===== src/rtl/adc_serial_emulator_if.sv =====
// Serial ADC link plus parallel sample port between a sample source and the emulator.
// slave = emulator side; master = controller/stimulus side.
interface adc_serial_emulator_if #(
  parameter int DATA_BITS = 12
);
  logic                 sclk;
  logic                 cs_n;
  logic                 sdata;
  logic                 sdata_oe;
  logic [DATA_BITS-1:0] sample_in;
  logic                 sample_valid;
  logic                 sample_ready;

  modport slave (
    input  sclk, cs_n, sample_in, sample_valid,
    output sdata, sdata_oe, sample_ready
  );

  modport master (
    output sclk, cs_n, sample_in, sample_valid,
    input  sdata, sdata_oe, sample_ready
  );
endinterface


===== src/rtl/adc_serial_emulator.sv =====
// Transmitter end of the camera serial ADC: answers one frame (leading zeros + sample, MSB first)
// per cs_n-low window, shifting on falling sclk. Sample from a holding register or a pattern generator.
module adc_serial_emulator #(
  parameter int                   DATA_BITS  = 12,
  parameter int                   LEAD_ZEROS = 4,
  parameter logic [DATA_BITS-1:0] LFSR_SEED  = 12'hACE
) (
  input  logic                      clk_i,
  input  logic                      reset_i,
  adc_serial_emulator_if.slave      bus,
  input  logic [1:0]                mode_i,
  output logic                      frame_done_o,
  output logic                      frame_abort_o,
  output logic                      underrun_o,
  output logic [15:0]               frame_count_o
);

  localparam int FRAME_BITS = LEAD_ZEROS + DATA_BITS;
  localparam int CNT_W      = $clog2(FRAME_BITS);
  localparam logic [CNT_W-1:0]     LAST_BIT  = CNT_W'(FRAME_BITS - 1);
  localparam logic [DATA_BITS-1:0] CONST_PAT = DATA_BITS'(12'hA5A);

  typedef enum logic [1:0] {
    S_IDLE,
    S_SHIFT,
    S_TAIL
  } state_t;

  state_t                 state_q, state_d;
  logic                   sclk_q, cs_q;
  logic [FRAME_BITS-1:0]  shift_q, shift_d;
  logic [CNT_W-1:0]       bit_cnt_q, bit_cnt_d;
  logic [DATA_BITS-1:0]   hold_q, hold_d;
  logic                   hold_full_q, hold_full_d;
  logic [DATA_BITS-1:0]   last_q, last_d;
  logic [DATA_BITS-1:0]   ramp_q, ramp_d;
  logic [DATA_BITS-1:0]   lfsr_q, lfsr_d;
  logic                   done_q, done_d;
  logic                   abort_q, abort_d;
  logic                   under_q, under_d;
  logic [15:0]            count_q, count_d;

  logic                   cs_fall, cs_rise, sclk_fall;
  logic                   frame_start;
  logic [DATA_BITS-1:0]   sample_sel;
  logic                   lfsr_fb;

  assign cs_fall     = cs_q & ~bus.cs_n;
  assign cs_rise     = ~cs_q & bus.cs_n;
  assign sclk_fall   = sclk_q & ~bus.sclk;
  assign frame_start = cs_fall && (state_q == S_IDLE);

  // x^12 + x^6 + x^4 + x + 1, Fibonacci form shifting toward the MSB
  assign lfsr_fb = lfsr_q[11] ^ lfsr_q[5] ^ lfsr_q[3] ^ lfsr_q[0];

  always_comb begin
    sample_sel = CONST_PAT;
    unique case (mode_i)
      2'b00:   sample_sel = hold_full_q ? hold_q : last_q;
      2'b01:   sample_sel = ramp_q;
      2'b10:   sample_sel = lfsr_q;
      default: sample_sel = CONST_PAT;
    endcase
  end

  always_comb begin
    state_d     = state_q;
    shift_d     = shift_q;
    bit_cnt_d   = bit_cnt_q;
    hold_d      = hold_q;
    hold_full_d = hold_full_q;
    last_d      = last_q;
    ramp_d      = ramp_q;
    lfsr_d      = lfsr_q;
    done_d      = 1'b0;
    abort_d     = 1'b0;
    under_d     = 1'b0;
    count_d     = count_q;

    // A load in the consuming cycle wins: the frame takes the old value, the new one stays held.
    if (bus.sample_valid && !hold_full_q) begin
      hold_d      = bus.sample_in;
      hold_full_d = 1'b1;
    end else if (frame_start) begin
      hold_full_d = 1'b0;
    end

    unique case (state_q)
      S_IDLE: begin
        if (cs_fall) begin
          state_d   = S_SHIFT;
          shift_d   = {{LEAD_ZEROS{1'b0}}, sample_sel};
          bit_cnt_d = '0;
          last_d    = sample_sel;
          under_d   = (mode_i == 2'b00) && !hold_full_q;
          if (mode_i == 2'b01) ramp_d = ramp_q + 1'b1;
          if (mode_i == 2'b10) lfsr_d = {lfsr_q[DATA_BITS-2:0], lfsr_fb};
        end
      end
      S_SHIFT: begin
        if (cs_rise) begin
          state_d = S_IDLE;
          abort_d = 1'b1;
        end else if (sclk_fall) begin
          shift_d = {shift_q[FRAME_BITS-2:0], 1'b0};
          if (bit_cnt_q == LAST_BIT) begin
            state_d = S_TAIL;
          end else begin
            bit_cnt_d = bit_cnt_q + 1'b1;
          end
        end
      end
      S_TAIL: begin
        if (cs_rise) begin
          state_d = S_IDLE;
          done_d  = 1'b1;
          count_d = count_q + 16'd1;
        end
      end
      default: state_d = S_IDLE;
    endcase
  end

  always_ff @(posedge clk_i) begin
    if (reset_i) begin
      state_q     <= S_IDLE;
      sclk_q      <= 1'b1;
      cs_q        <= 1'b1;
      shift_q     <= '0;
      bit_cnt_q   <= '0;
      hold_q      <= '0;
      hold_full_q <= 1'b0;
      last_q      <= '0;
      ramp_q      <= '0;
      lfsr_q      <= LFSR_SEED;
      done_q      <= 1'b0;
      abort_q     <= 1'b0;
      under_q     <= 1'b0;
      count_q     <= '0;
    end else begin
      state_q     <= state_d;
      sclk_q      <= bus.sclk;
      cs_q        <= bus.cs_n;
      shift_q     <= shift_d;
      bit_cnt_q   <= bit_cnt_d;
      hold_q      <= hold_d;
      hold_full_q <= hold_full_d;
      last_q      <= last_d;
      ramp_q      <= ramp_d;
      lfsr_q      <= lfsr_d;
      done_q      <= done_d;
      abort_q     <= abort_d;
      under_q     <= under_d;
      count_q     <= count_d;
    end
  end

  assign bus.sdata        = (state_q == S_SHIFT) & shift_q[FRAME_BITS-1];
  assign bus.sdata_oe     = (state_q != S_IDLE);
  assign bus.sample_ready = ~hold_full_q;
  assign frame_done_o     = done_q;
  assign frame_abort_o    = abort_q;
  assign underrun_o       = under_q;
  assign frame_count_o    = count_q;

endmodule

===== src/flat_wrapper.sv =====
// flat-port wrapper written by rule: the top's interface ports become plain ports
module adc_serial_emulator_flat 
#(
  parameter int                   DATA_BITS  = 12,
  parameter int                   LEAD_ZEROS = 4,
  parameter logic [DATA_BITS-1:0] LFSR_SEED  = 12'hACE
)
  (clk_i, reset_i, mode_i, frame_done_o, frame_abort_o, underrun_o, frame_count_o, bus_sclk, bus_cs_n, bus_sample_in, bus_sample_valid, bus_sdata, bus_sdata_oe, bus_sample_ready);
  adc_serial_emulator_if #(.DATA_BITS(DATA_BITS)) bus_i ();
  input  logic clk_i;
  input  logic reset_i;
  input  logic [1:0] mode_i;
  output logic frame_done_o;
  output logic frame_abort_o;
  output logic underrun_o;
  output logic [15:0] frame_count_o;
  input wire logic [$bits(bus_i.sclk)-1:0] bus_sclk;
  input wire logic [$bits(bus_i.cs_n)-1:0] bus_cs_n;
  input wire logic [$bits(bus_i.sample_in)-1:0] bus_sample_in;
  input wire logic [$bits(bus_i.sample_valid)-1:0] bus_sample_valid;
  output wire logic [$bits(bus_i.sdata)-1:0] bus_sdata;
  output wire logic [$bits(bus_i.sdata_oe)-1:0] bus_sdata_oe;
  output wire logic [$bits(bus_i.sample_ready)-1:0] bus_sample_ready;
  assign bus_i.sclk = bus_sclk;
  assign bus_i.cs_n = bus_cs_n;
  assign bus_i.sample_in = bus_sample_in;
  assign bus_i.sample_valid = bus_sample_valid;
  assign bus_sdata = bus_i.sdata;
  assign bus_sdata_oe = bus_i.sdata_oe;
  assign bus_sample_ready = bus_i.sample_ready;
  adc_serial_emulator #(.DATA_BITS(DATA_BITS), .LEAD_ZEROS(LEAD_ZEROS), .LFSR_SEED(LFSR_SEED)) u_core (.clk_i(clk_i), .reset_i(reset_i), .bus(bus_i), .mode_i(mode_i), .frame_done_o(frame_done_o), .frame_abort_o(frame_abort_o), .underrun_o(underrun_o), .frame_count_o(frame_count_o));
endmodule

===== config.mk =====
export PLATFORM = sky130hd
export DESIGN_NAME = adc_serial_emulator_flat
export DESIGN_NICKNAME = d
export VERILOG_FILES = /design/src/rtl/adc_serial_emulator_if.sv /design/src/rtl/adc_serial_emulator.sv /design/src/flat_wrapper.sv
export SDC_FILE = /design/constraint.sdc
export NUM_CORES = 1
export LEC_CHECK = 0
export ABC_AREA = 1
export CAP_MARGIN = 25
export CORE_ASPECT_RATIO = 1.75
export CORE_MARGIN = 10
export CORE_UTILIZATION = 55
export CTS_BUF_LIST = sky130_fd_sc_hd__clkbuf_4 sky130_fd_sc_hd__clkbuf_8
export CTS_CLUSTER_SIZE = 25
export DETAILED_ROUTE_END_ITERATION = 8
export HOLD_SLACK_MARGIN = 0.08
export PLACE_DENSITY = 0.81
export SYNTH_ARGS = -nofsm -noshare
export SYNTH_HDL_FRONTEND = slang
export SYNTH_SLANG_ARGS = --single-unit

===== constraint.sdc =====
create_clock -name clk_i -period 3.5 [get_ports clk_i]
set_input_delay 0.7 -clock clk_i [delete_from_list [all_inputs] [get_ports clk_i]]
set_output_delay 0.7 -clock clk_i [all_outputs]
set_load 0.1 [all_outputs]

# [Word-level counts from Yosys, hierarchy flattened]
# Cells that the tools add are included.
# W data, S select, Z words.
[totals] reg_bits=92 inputBits=19 wordCells=83
[classes] addsub=3 n_eq_ne=12 n_mux=20 bitwise_logic=15 n_reduce_logical=19
[op_table] op="$mux W16" n=3
[op_table] op="$pmux W12 S3" n=1
[op_table] op="$pmux W16 S2" n=1
[op_table] op="$add A16 B1 Y16 const B" n=1
[op_table] op="$mux W4" n=4
[op_table] op="$add A12 B1 Y12 const B" n=1
[op_table] op="$mux W12" n=1
[op_table] op="$mux W2" n=5
[op_table] op="$not A1 Y1" n=8
[op_table] op="$pmux W4 S2" n=1
[op_table] op="$reduce_and A4 Y1" n=2
[op_table] op="$ne A2 B1 Y1 const B" n=3
[op_table] op="$ne A3 B1 Y1 const B" n=2
[op_table] op="$pmux W2 S3" n=1
[op_table] op="$reduce_and A3 Y1" n=2
[op_table] op="$reduce_bool A2 Y1" n=3
[op_table] op="$reduce_and A5 Y1" n=1
[op_table] op="$add A4 B1 Y4 const B" n=1
[op_table] op="$and A1 B1 Y1" n=4
[op_table] op="$eq A2 B1 Y1 const B" n=2
[op_table] op="$eq A2 B2 Y1 const B" n=2
[op_table] op="$eq A4 B4 Y1 const B" n=1
[op_table] op="$logic_not A2 Y1" n=2
[op_table] op="$ne A2 B2 Y1 const B" n=2
[op_table] op="other kinds (7)" n=15

# [Longest topological paths before layout]
[depth] depth_word=5 mapped_depth=10 ltp_nobuf=10

# [Worst setup path before layout]
# No wires, ideal clock.
[synth_path] kind="reg-to-output" start="register u_core.state_q[1]" end="output bus_sdata" arrival_time_ps=1965 path_slack_ps=835 path_stages_with_launch=5 path_cell_list="dfxtp_1 -> inv_1 -> nand2_2 -> clkbuf_1 -> nor2_1"
[synth_via] elab_chain_cells=2
[synth_lines] element="start, declared" line="adc_serial_emulator.sv:29" source="state_t state_q, state_d;"
[synth_lines] element="start signal, assigned" line="adc_serial_emulator.sv:141" source="state_q <= state_d;"
[synth_lines] element="$eq A2 B1 Y1" line="adc_serial_emulator.sv:158" source="assign bus.sdata = (state_q == S_SHIFT) & shift_q[FRAME_BITS-1];"
[synth_lines] element="$and A1 B1 Y1" line="adc_serial_emulator.sv:158"
[synth_lines] element="end, declared" line="flat_wrapper.sv:21" source="output wire logic [$bits(bus_i.sdata)-1:0] bus_sdata;"
# No other way between the ends.

# [Final worst setup path]
[layout_path] start="register u_core.count_q[11], in the netlist u_core.frame_count_o[11]" end="output frame_count_o[11]"
[layout_rtl] element="start, declared" line="adc_serial_emulator.sv:41" source="logic [15:0] count_q, count_d;"
[layout_rtl] element="start signal, assigned" line="adc_serial_emulator.sv:154" source="count_q <= count_d;"
[layout_rtl] element="end, declared" line="flat_wrapper.sv:16" source="output logic [15:0] frame_count_o;"
# No word-level cell between the ends.

==> impl_metrics.prom <==
# TYPE chip_impl_metric gauge
chip_impl_info{name="cts_tree",value="built"} 1
chip_impl_info{name="cp_top_family",value="buffers and inverters"} 1
chip_impl_metric{name="pin_count_of_the_biggest_net_entering_global_routing",unit=""} 37
chip_impl_metric{name="max_slew_margin",unit=""} 0.340
chip_impl_metric{name="place_ws",unit="ns"} 0.942
chip_impl_metric{name="timing.critical_path.buf_inv",unit=""} 1
chip_impl_metric{name="powerDensity",unit="nW/µm²"} 463
chip_impl_metric{name="cts_htree_levels",unit=""} 3
chip_impl_metric{name="num-fill-cells",unit=""} 696
chip_impl_metric{name="aggregate_negative_setup_slack",unit="ns"} 0
chip_impl_metric{name="first_global_vias",unit=""} 3960
chip_impl_metric{name="final.hold.worst_slack",unit="ns"} 0.466
chip_impl_metric{name="drt_first_pass_iters",unit=""} 4
chip_impl_metric{name="final.setup_skew",unit="ns"} 0.0120
chip_impl_metric{name="netlist-cell-type-count",unit=""} 32
chip_impl_metric{name="place_congestion",unit=""} 0.970
chip_impl_metric{name="clk_pin_slew_worst_paths",unit="ns"} 0.09
chip_impl_info{name="critical_path.slowest_cell",value="clkdlybuf4s50_1"} 1
chip_impl_metric{name="tightestPinTransition",unit="ns"} 0.988
chip_impl_metric{name="antenna_violations_before_repair",unit=""} 0
chip_impl_metric{name="synthDominantCellAreaShare",unit=""} 0.441
chip_impl_metric{name="cell_area_after_technology_mapping",unit="µm²"} 4180
chip_impl_metric{name="fin_nets",unit=""} 660
chip_impl_metric{name="crit_path_max_incr_delay",unit="ns"} 1.17
chip_impl_metric{name="timing.critical_path.required",unit="ns"} 2.80
chip_impl_metric{name="route.final.wire_length",unit="mm"} 10.5
chip_impl_metric{name="start_util",unit=""} 0.556
chip_impl_metric{name="yosys_warnings",unit=""} 0
chip_impl_info{name="post_synth_most_frequent_cells",value="nand2_1, dfxtp_1, nor2_1"} 1
chip_impl_info{name="yosys.cell_count.top_type",value="nand2_1"} 1
chip_impl_metric{name="grt_total_ovfl",unit=""} 0
chip_impl_metric{name="via_per_inst",unit=""} 5.47
chip_impl_metric{name="slew_viol_final",unit=""} 0
chip_impl_metric{name="drc",unit=""} 0
chip_impl_info{name="synth_flop_cell",value="dfxtp_1"} 1
chip_impl_info{name="outcome",value="finished, final reports clean"} 1
chip_impl_metric{name="finalHoldViolations",unit=""} 0
chip_impl_metric{name="crit_arrival",unit="ns"} 1.95
chip_impl_metric{name="cts_post_setup_buffers_inserted",unit=""} 0
chip_impl_metric{name="placedCellCount",unit=""} 715
chip_impl_info{name="rsz0062_at_grt",value="no"} 1
chip_impl_metric{name="synth_seq_area_share",unit=""} 0.441
chip_impl_info{name="path_cells",value="clkdlybuf4s50_1"} 1
chip_impl_metric{name="post_route_cells_drive_above_1_share",unit=""} 0.0796
chip_impl_metric{name="io_pins",unit=""} 41
chip_impl_metric{name="multi_input_comb_area",unit="µm²"} 2000
chip_impl_metric{name="post_synth_inst_count",unit=""} 604
chip_impl_metric{name="wl_per_cell",unit="µm"} 14.4
chip_impl_metric{name="floorplan.rows",unit=""} 42
chip_impl_metric{name="die-height",unit="µm"} 135
chip_impl_metric{name="layout_min_cycle_time",unit="ns"} 2.65
chip_impl_metric{name="syn_avg_cell_area",unit="µm²"} 6.92
chip_impl_metric{name="grt_first_pass_wirelength",unit="mm"} 17.1
chip_impl_metric{name="ant_nets",unit=""} 0
chip_impl_metric{name="groute.usage.overall",unit=""} 0.180
chip_impl_info{name="critPathKind",value="reg2out"} 1
chip_impl_metric{name="synthArstFlopShare",unit=""} 0
chip_impl_metric{name="max-cap-violations",unit=""} 0
chip_impl_metric{name="critical_path_maximum_fanout",unit=""} 5
chip_impl_metric{name="synth.net_count",unit=""} 626
chip_impl_metric{name="routed-via-count",unit=""} 3991
chip_impl_info{name="netlist_top_cells_area",value="dfxtp_1, nand2_1, a21oi_1, o21ai_0, nor2_1"} 1
chip_impl_metric{name="floorplan.core_area",unit="µm²"} 7510
chip_impl_metric{name="max-vdd-ir-drop",unit="µV"} 284
chip_impl_metric{name="clk_path_buf_depth",unit=""} 2
chip_impl_metric{name="layout.core_utilization",unit=""} 0.644
chip_impl_metric{name="setup_slack",unit="ns"} 0.849
chip_impl_metric{name="post-dp-hpwl",unit="mm"} 7.76
chip_impl_metric{name="dieArea",unit="µm²"} 11600
chip_impl_metric{name="insertedDiodeCount",unit=""} 0
chip_impl_metric{name="total_leakage_power",unit="nW"} 1.93
chip_impl_metric{name="detail_route.iter0.violations",unit=""} 229
chip_impl_metric{name="cts_resized",unit=""} 0
chip_impl_metric{name="buffer_ports.inserted",unit=""} 40
chip_impl_info{name="yosys.area.top_type",value="dfxtp_1"} 1
chip_impl_metric{name="floorplan.die.width",unit="µm"} 85.9
chip_impl_metric{name="cts_hold_buf",unit=""} 0
chip_impl_metric{name="max_freq",unit="MHz"} 377
chip_impl_metric{name="yosys_register_bits",unit=""} 92
chip_impl_metric{name="numClockSinks",unit=""} 92
chip_impl_metric{name="tritoncts.num_buffers",unit=""} 9
chip_impl_info{name="ctsRootBufferMaster",value="clkbuf_8"} 1
chip_impl_metric{name="layout_worst_path_cycle_share",unit=""} 0.758
chip_impl_info{name="critical_path.startpoint_type",value="flop"} 1
chip_impl_info{name="hp-class",value="reg2reg"} 1
chip_impl_metric{name="instances_no_fill",unit=""} 729
chip_impl_metric{name="synth_enable_flop_cells",unit=""} 0
chip_impl_metric{name="clk-insertion-delay-late",unit="ns"} 0.37
chip_impl_metric{name="final-seq-area",unit="µm²"} 1840
chip_impl_metric{name="area_growth_syn_to_layout",unit="%"} 15.7
chip_impl_info{name="end_kind",value="output port"} 1
chip_impl_metric{name="timing.final.setup_violations",unit=""} 0
==> cell families after synthesis <==
| kind of cell | count (synthesis) | share of synthesized area |
|---|---|---|
| and+or+nand+nor | 273 | 0.277 |
| AOI/OAI and AO/OA | 151 | 0.188 |
| DFF | 92 | 0.441 |
| buffers and inverters | 83 | 0.0811 |
| adders and majority gates | 3 | 0.00898 |
| xor gates and xnor gates | 2 | 0.00419 |
==> layout make-up <==
type                    count  area share
multi-input cells         429       0.413
clock inverters             4      0.0204
inverters                  63      0.0499
well taps                  88      0.0228
flip-flops and latches     92       0.381
repair buffers             43      0.0843
clock buffers              10      0.0285
==> where the power goes <==
group          switching, mW  internal (mW)  total, mW
Sequential            0.0362           1.09       1.13
Clock                  0.357          0.487      0.844
Combinational          0.181         0.0830      0.264
Total                  0.574           1.66       2.24
==> worst paths after layout <==
kind | cells after the start | startpoint | slack (ns) | to
max | 1 | u_core.frame_count_o[11] | 0.85 | frame_count_o[11]
max reg2reg | 5 | u_core.hold_full_q | 1.40 | u_core.hold_q[7]
min reg2reg | 2 | u_core.hold_q[6] | 0.47 | u_core.hold_q[6]
min | 2 | u_core.hold_q[6] | 0.47 | u_core.hold_q[6]
==> state kept, by name, indices dropped and copies added, names as in the netlist <==
name	count
u_core.ramp_q	12
u_core.cs_q	1
u_core.last_q	12
u_core.frame_done_o	1
u_core.sclk_q	1
u_core.state_q	2
u_core.shift_q	16
u_core.hold_full_q	1
u_core.frame_abort_o	1
u_core.frame_count_o	16
u_core.underrun_o	1
u_core.hold_q	12
u_core.bit_cnt_q	4
u_core.lfsr_q	12
==> through the flow <==
| stage | area [µm²] | power [mW] |
|---|---|---|
| after floorplan | 4180 | 1.34 |
| after global placement | 4600 | 1.41 |
| after detailed placement | 4600 | 1.42 |
| after CTS | 4840 | 2.25 |
| after global routing | 4840 | 2.32 |
| final | 4840 | 2.24 |
==> per-layer routing <==
metal | vias to the layer above | part of all wire | track usage
li1 | 2019 | - | -
met1 | 1838 | 0.39 | 0.178
met2 | 104 | 0.54 | 0.331
met3 | 30 | 0.030 | 0.0325
met4 | 0 | 0.035 | 0.108
met5 | - | 0 | 0
==> cells in the final DEF (no fill, tap or decap) <==
master and n:
dfxtp_1 92, o211ai_1 9, ha_1 3, a21oi_1 69, o21ai_1 3, nand2_1 137, xnor2_1 1, nor2_2 5
clkinv_4 1, bufinv_16 3, clkdlybuf4s50_1 29, nor3b_2 1, and3_1 2, a211oi_1 1, inv_2 3, nor3b_1 1
o21ai_0 68, nor4_1 1, nor3_1 9, buf_4 13, inv_1 59, xor2_1 1, buf_12 1, nand2_2 7
or2_2 1, o2111ai_1 1, nand4_1 3, nand2_4 1, clkbuf_8 10, inv_6 1, nor2_1 80, nand3_1 21
nor2_4 4
Note: power is estimated with default switching activity, not from simulation.
